[config.mk]
export PLATFORM = sky130hd
export DESIGN_NAME = restoring_divider_8
export DESIGN_NICKNAME = d
export VERILOG_FILES = /design/src/rtl/restoring_divider_8_pkg.sv /design/src/rtl/trial_subtractor_9.sv /design/src/rtl/restoring_divider_8.sv
export SDC_FILE = /design/constraint.sdc
export NUM_CORES = 1
export LEC_CHECK = 0
export BUFFER_PORTS_ARGS = -buffer_cell sky130_fd_sc_hd__buf_2
export CORE_MARGIN = 1.5
export CORE_UTILIZATION = 56
export DETAILED_ROUTE_END_ITERATION = 8
export PLACE_DENSITY = 0.9
export RECOVER_POWER = 100
export SYNTH_ARGS = -nofsm -noshare
export SYNTH_HDL_FRONTEND = slang
export SYNTH_SLANG_ARGS = --single-unit
[constraint.sdc]
create_clock -name Clk -period 6.3 [get_ports Clk]
set_clock_uncertainty 0.05 [all_clocks]
set_input_delay 0.315 -clock Clk [delete_from_list [all_inputs] [get_ports Clk]]
set_output_delay 0.315 -clock Clk [all_outputs]
set_load 0.03 [all_outputs]
[src/rtl/restoring_divider_8_pkg.sv]
// Shared types and defaults for the restoring divider.
package div_pkg;

    localparam int WIDTH_DEFAULT = 8;

    typedef enum logic [1:0] {
        IDLE = 2'd0,
        LOAD = 2'd1,
        ITER = 2'd2,
        DONE = 2'd3
    } div_state_t;

endpackage

[src/rtl/trial_subtractor_9.sv]
// Ripple subtractor a - b built from full-adder cells: b is inverted and the
// carry chain starts at 1. A carry out of 1 means a >= b, so borrow is its inverse.
module full_adder (
    input  logic a,
    input  logic b,
    input  logic cin,
    output logic sum,
    output logic cout
);
    assign sum  = a ^ b ^ cin;
    assign cout = (a & b) | (a & cin) | (b & cin);
endmodule

module trial_subtractor_9 #(
    parameter int N = 9
) (
    input  logic [N-1:0] a,
    input  logic [N-1:0] b,
    output logic [N-1:0] diff,
    output logic         borrow
);
    logic [N:0] carry;

    assign carry[0] = 1'b1;

    for (genvar i = 0; i < N; i++) begin : g_cell
        full_adder u_fa (
            .a   (a[i]),
            .b   (~b[i]),
            .cin (carry[i]),
            .sum (diff[i]),
            .cout(carry[i+1])
        );
    end

    assign borrow = ~carry[N];
endmodule

[src/rtl/restoring_divider_8.sv]
// Sequential unsigned restoring divider: one quotient bit per clock.
// Run is edge-detected; results appear only on entry to DONE.
// state_dbg exposes the FSM state for observation.
module restoring_divider_8
    import div_pkg::*;
#(
    parameter int WIDTH  = WIDTH_DEFAULT,
    parameter int ITER_W = 4
) (
    input  logic             Clk,
    input  logic             Reset,
    input  logic             Run,
    input  logic [WIDTH-1:0] Dividend,
    input  logic [WIDTH-1:0] Divisor,
    output logic [WIDTH-1:0] Quotient,
    output logic [WIDTH-1:0] Remainder,
    output logic             DivByZero,
    output logic             Busy,
    output logic             Done,
    output div_state_t       state_dbg
);
    div_state_t        state, state_next;
    logic [WIDTH:0]    r_reg;
    logic [WIDTH-1:0]  q_reg;
    logic [WIDTH-1:0]  d_reg;
    logic [ITER_W-1:0] cnt;
    logic              run_prev;

    logic [WIDTH:0]    shifted;
    logic [WIDTH:0]    diff;
    logic              borrow;
    logic [WIDTH:0]    r_next;
    logic [WIDTH-1:0]  q_next;
    logic              last_iter;

    // Shift the next dividend bit into the partial remainder and try subtracting D.
    assign shifted   = {r_reg[WIDTH-1:0], q_reg[WIDTH-1]};
    assign r_next    = borrow ? shifted : diff;
    assign q_next    = {q_reg[WIDTH-2:0], ~borrow};
    assign last_iter = (cnt == ITER_W'(WIDTH - 1));
    assign state_dbg = state;

    trial_subtractor_9 #(.N(WIDTH + 1)) u_sub (
        .a     (shifted),
        .b     ({1'b0, d_reg}),
        .diff  (diff),
        .borrow(borrow)
    );

    // FSM state register; Reset wins over everything.
    always_ff @(posedge Clk) begin
        if (Reset) state <= IDLE;
        else       state <= state_next;
    end

    // Next-state decode and status outputs.
    always_comb begin
        state_next = state;
        Busy       = 1'b0;
        Done       = 1'b0;
        case (state)
            IDLE: if (Run && !run_prev) state_next = LOAD;
            LOAD: begin
                Busy       = 1'b1;
                state_next = (Divisor == '0) ? DONE : ITER;
            end
            ITER: begin
                Busy = 1'b1;
                if (last_iter) state_next = DONE;
            end
            DONE: begin
                Done = 1'b1;
                if (!Run) state_next = IDLE;
            end
            default: state_next = IDLE;
        endcase
    end

    // Datapath: operand latch, shift/subtract/restore, result capture, Run history.
    always_ff @(posedge Clk) begin
        if (Reset) begin
            r_reg     <= '0;
            q_reg     <= '0;
            d_reg     <= '0;
            cnt       <= '0;
            run_prev  <= 1'b0;
            Quotient  <= '0;
            Remainder <= '0;
            DivByZero <= 1'b0;
        end else begin
            run_prev <= Run;
            case (state)
                LOAD: begin
                    d_reg <= Divisor;
                    q_reg <= Dividend;
                    r_reg <= '0;
                    cnt   <= '0;
                    if (Divisor == '0) begin
                        Quotient  <= '1;
                        Remainder <= Dividend;
                        DivByZero <= 1'b1;
                    end else begin
                        DivByZero <= 1'b0;
                    end
                end
                ITER: begin
                    r_reg <= r_next;
                    q_reg <= q_next;
                    cnt   <= cnt + ITER_W'(1);
                    if (last_iter) begin
                        Quotient  <= q_next;
                        Remainder <= r_next[WIDTH-1:0];
                    end
                end
                default: ;
            endcase
        end
    end
endmodule

==> run_results.csv <==
group,metric,value,unit
layout,fillers,392,
detailed_routing,drt-initial-drc-count,160,
floorplan,die-height,69.9,um
detailed_routing,drc,0,
floorplan,core,4320,um2
setup_path,critPathLaunchType,"flip-flop",
synth,synthFlopType,"dfxtp_1",
clocking,root_buffer,"clkbuf_8",
place,io_buffers,39,
clocking,cts_resized,0,
power,switching_power,621,uW
clocking,cts_tree,"built",
global_route,grt_usage,22.6,%
power,p_comb_share,52.3,%
power,peakVddDrop,0.000383,V
setup_path,path_max_fanout,10,
power,internal_power,701,uW
timing,setup_ws,1.45,ns
layout,fin_cells,348,
detailed_routing,drt.antenna.violating_nets,0,
synth,synth_most_common_cell,"dfxtp_1",
detailed_routing,routed_via_density,5.67,
synth,synth_area,2510,um2
layout,final_nets,328,
global_route,grt_antenna_before_repair,0,
timing,fin_crit_sh,76.9,%
floorplan,rows,24,
power,pwr-share-seq,32.8,%
place,dpl_cell_area,2590,um2
timing,slew_violations,98,
timing,rsz0062_at_grt,"false",
synth,synthesis.instances,270,
timing,tightest_slew,2.17,ns
floorplan,initial_core_util,58.0,%
clocking,ctsHoldBuffers,0,
power,p_sw_share,46.9,%
run,maxCapViolations,2,
global_route,grt_pass1_wl,8750,um
clocking,numCtsBuffers,5,
synth,synth_common_cells,"dfxtp_1 (48), nor2_1 (29), a21oi_1 (26)",
synth,synth-seq-cells,48,
floorplan,fp.dieW,69.9,um
setup_path,worstPathArrival,5.01,ns
timing,slew_headroom,-44.5,%
layout,area_delta_synth_final,5.64,%
power,clock_power_share,14.9,%
synth,yosys-top-cells-area,"dfxtp_1 (38%), mux2i_1 (6.8%), fa_1 (5.6%), a21oi_1 (5.2%), clkbuf_8 (4.4%)",
detailed_routing,via_count,1974,
layout,fin_area,2650,um2
run_status,status,"finished with violations",
synth,synth_top_area_cell,"dfxtp_1",
layout,n_antenna_cell,0,
setup_path,worstPathRequired,6.46,ns
synth,ys_async_sr_fraction,0,%
setup_path,setup.worst_path.end_class,"flip-flop",
timing,finalSetupTns,0,ns
place,finalWeightedCongestion,0.897,
layout,drive_above_1_share,11.1,%
floorplan,dieArea,4890,um2
global_route,grt_pass1_vias,1873,
timing,fin_crit,4.85,ns
synth,netlist.area_leader.share,38.3,%
run_status,violations,"max-capacitance violations, max-slew violations",
clocking,clock_sinks,48,
detailed_routing,detail_route.wl_per_cell,15.0,um
timing,hold_violations,0,
clocking,htreeDepth,2,
synth,synth_edf_count,0,
global_route,overflow,0,
synth,yosysSeqAreaShare,38.3,%
min_path,hold_class,"in -> reg",
synth,syn_nets,303,
place,dp_slack,1.56,ns
detailed_routing,drt-pass1-iter-count,4,
clocking,cts_max_path_buffers,2,
synth,yosysWarnings,0,
floorplan,pin_count,40,
timing,setup_viol,0,
clocking,cts_setup_buffers,0,
timing,finalHoldWorstSlack,0.200,ns
detailed_routing,detail_route.wirelength,5220,um
synth,yosysUniqueCellTypes,39,
place,dp_hpwl,3570,um
timing,clock.fmax,206,MHz
power,p_per_area,499,nW/um2
clocking,clkTransAtPathRegs,0.09,ns
clocking,clk_latency,0.31,ns
setup_path,path_class,"reg -> reg",
global_route,grt_max_degree,49,
power,power.leakage,0.938,nW
place,placed_cells,340,
synth,syn_area_per_cell,9.29,um2
## final cells by class
type,instances,area [um2],share of cell area (%)
Multi-Input combinational cell,180,1280,48.4
Clock buffer,7,86.3,3.26
Inverter,20,75.1,2.83
Clock inverter,1,7.51,0.283
Timing Repair Buffer,40,171,6.47
Tap cell,52,65.1,2.46
Sequential cell,48,961,36.3
## path summary, 6_finish.rpt
path / start / to / slack [ns] / cells past startpoint
hold reg to reg: DivByZero / DivByZero / 0.42 / 2
hold / removal: Run / run_prev / 0.20 / 2
setup reg to reg: q_reg[7] / Remainder[0] / 1.45 / 14
setup / recovery: q_reg[7] / Remainder[0] / 1.45 / 14
## kinds of logic (layout without fill, tap and decap cells)
family / after synthesis / in the layout / synth area share, %
AO/OA/AOI/OAI: 69 / 69 / 19.2
multiplexers: 17 / 17 / 6.78
adder cells (fa/ha/maj): 14 / 14 / 9.08
buffers and inverters: 42 / 68 / 10.2
AND/OR/NAND/NOR: 80 / 80 / 16.5
flip-flops: 48 / 48 / 38.3
## critical path: stages (launching register included)
cell and delay, ns:
dfxtp_1 0.34, inv_1 0.06, ha_1 0.13, inv_1 0.05
fa_1 0.41, fa_1 0.42, fa_1 0.43, fa_1 0.43
fa_1 0.44, fa_1 0.43, fa_1 0.54, or2_0 0.40
nand2_1 0.16, o211ai_1 0.12, a311oi_2 0.33
## layout by cell type, fill, tap and decap left out, types with 4 or more instances in the layout
cell | Yosys | final
nor2_1 | 29 | 29
o21ai_0 | 10 | 10
buf_2 | 0 | 17
fa_1 | 7 | 7
clkbuf_1 | 10 | 24
nor2b_1 | 8 | 8
nor4_1 | 7 | 7
a21oi_1 | 26 | 28
nand2b_1 | 4 | 4
mux2i_1 | 17 | 17
dfxtp_1 | 48 | 48
nand2_1 | 12 | 12
ha_1 | 7 | 7
a311oi_1 | 6 | 6
inv_1 | 20 | 20
clkbuf_8 | 8 | 6
nor3_1 | 7 | 7
a211oi_1 | 8 | 8
o211ai_1 | 8 | 8
## routing by layer
metal	wire [um]	GRT usage, %	vias to the layer above
li1	-	-	991
met1	2490	30.7	925
met2	2410	35.8	52
met3	264	5.77	6
met4	60	6.41	0
met5	0	0	-
## per-stage QoR
| step | power, mW | utilization (%) |
|---|---|---|
| 6_report | 1.32 | 61.3 |
| 5_1_grt | 1.42 | 61.3 |
| 4_1_cts | 1.34 | 62.2 |
| 3_5_place_dp | 1.15 | 60.0 |
| 3_3_place_gp | 1.12 | 60.0 |
| 2_1_floorplan | 1.04 | - |
## power groups by stage
stage                     Clock, mW  Sequential [mW]  Combinational (mW)
after global routing          0.213            0.443               0.760
after floorplan                   0            0.507               0.535
after CTS                     0.197            0.432               0.713
after global placement            0            0.435               0.685
final                         0.197            0.434               0.691
after detailed placement          0            0.438               0.709
Power figures use the tool's default switching activity.
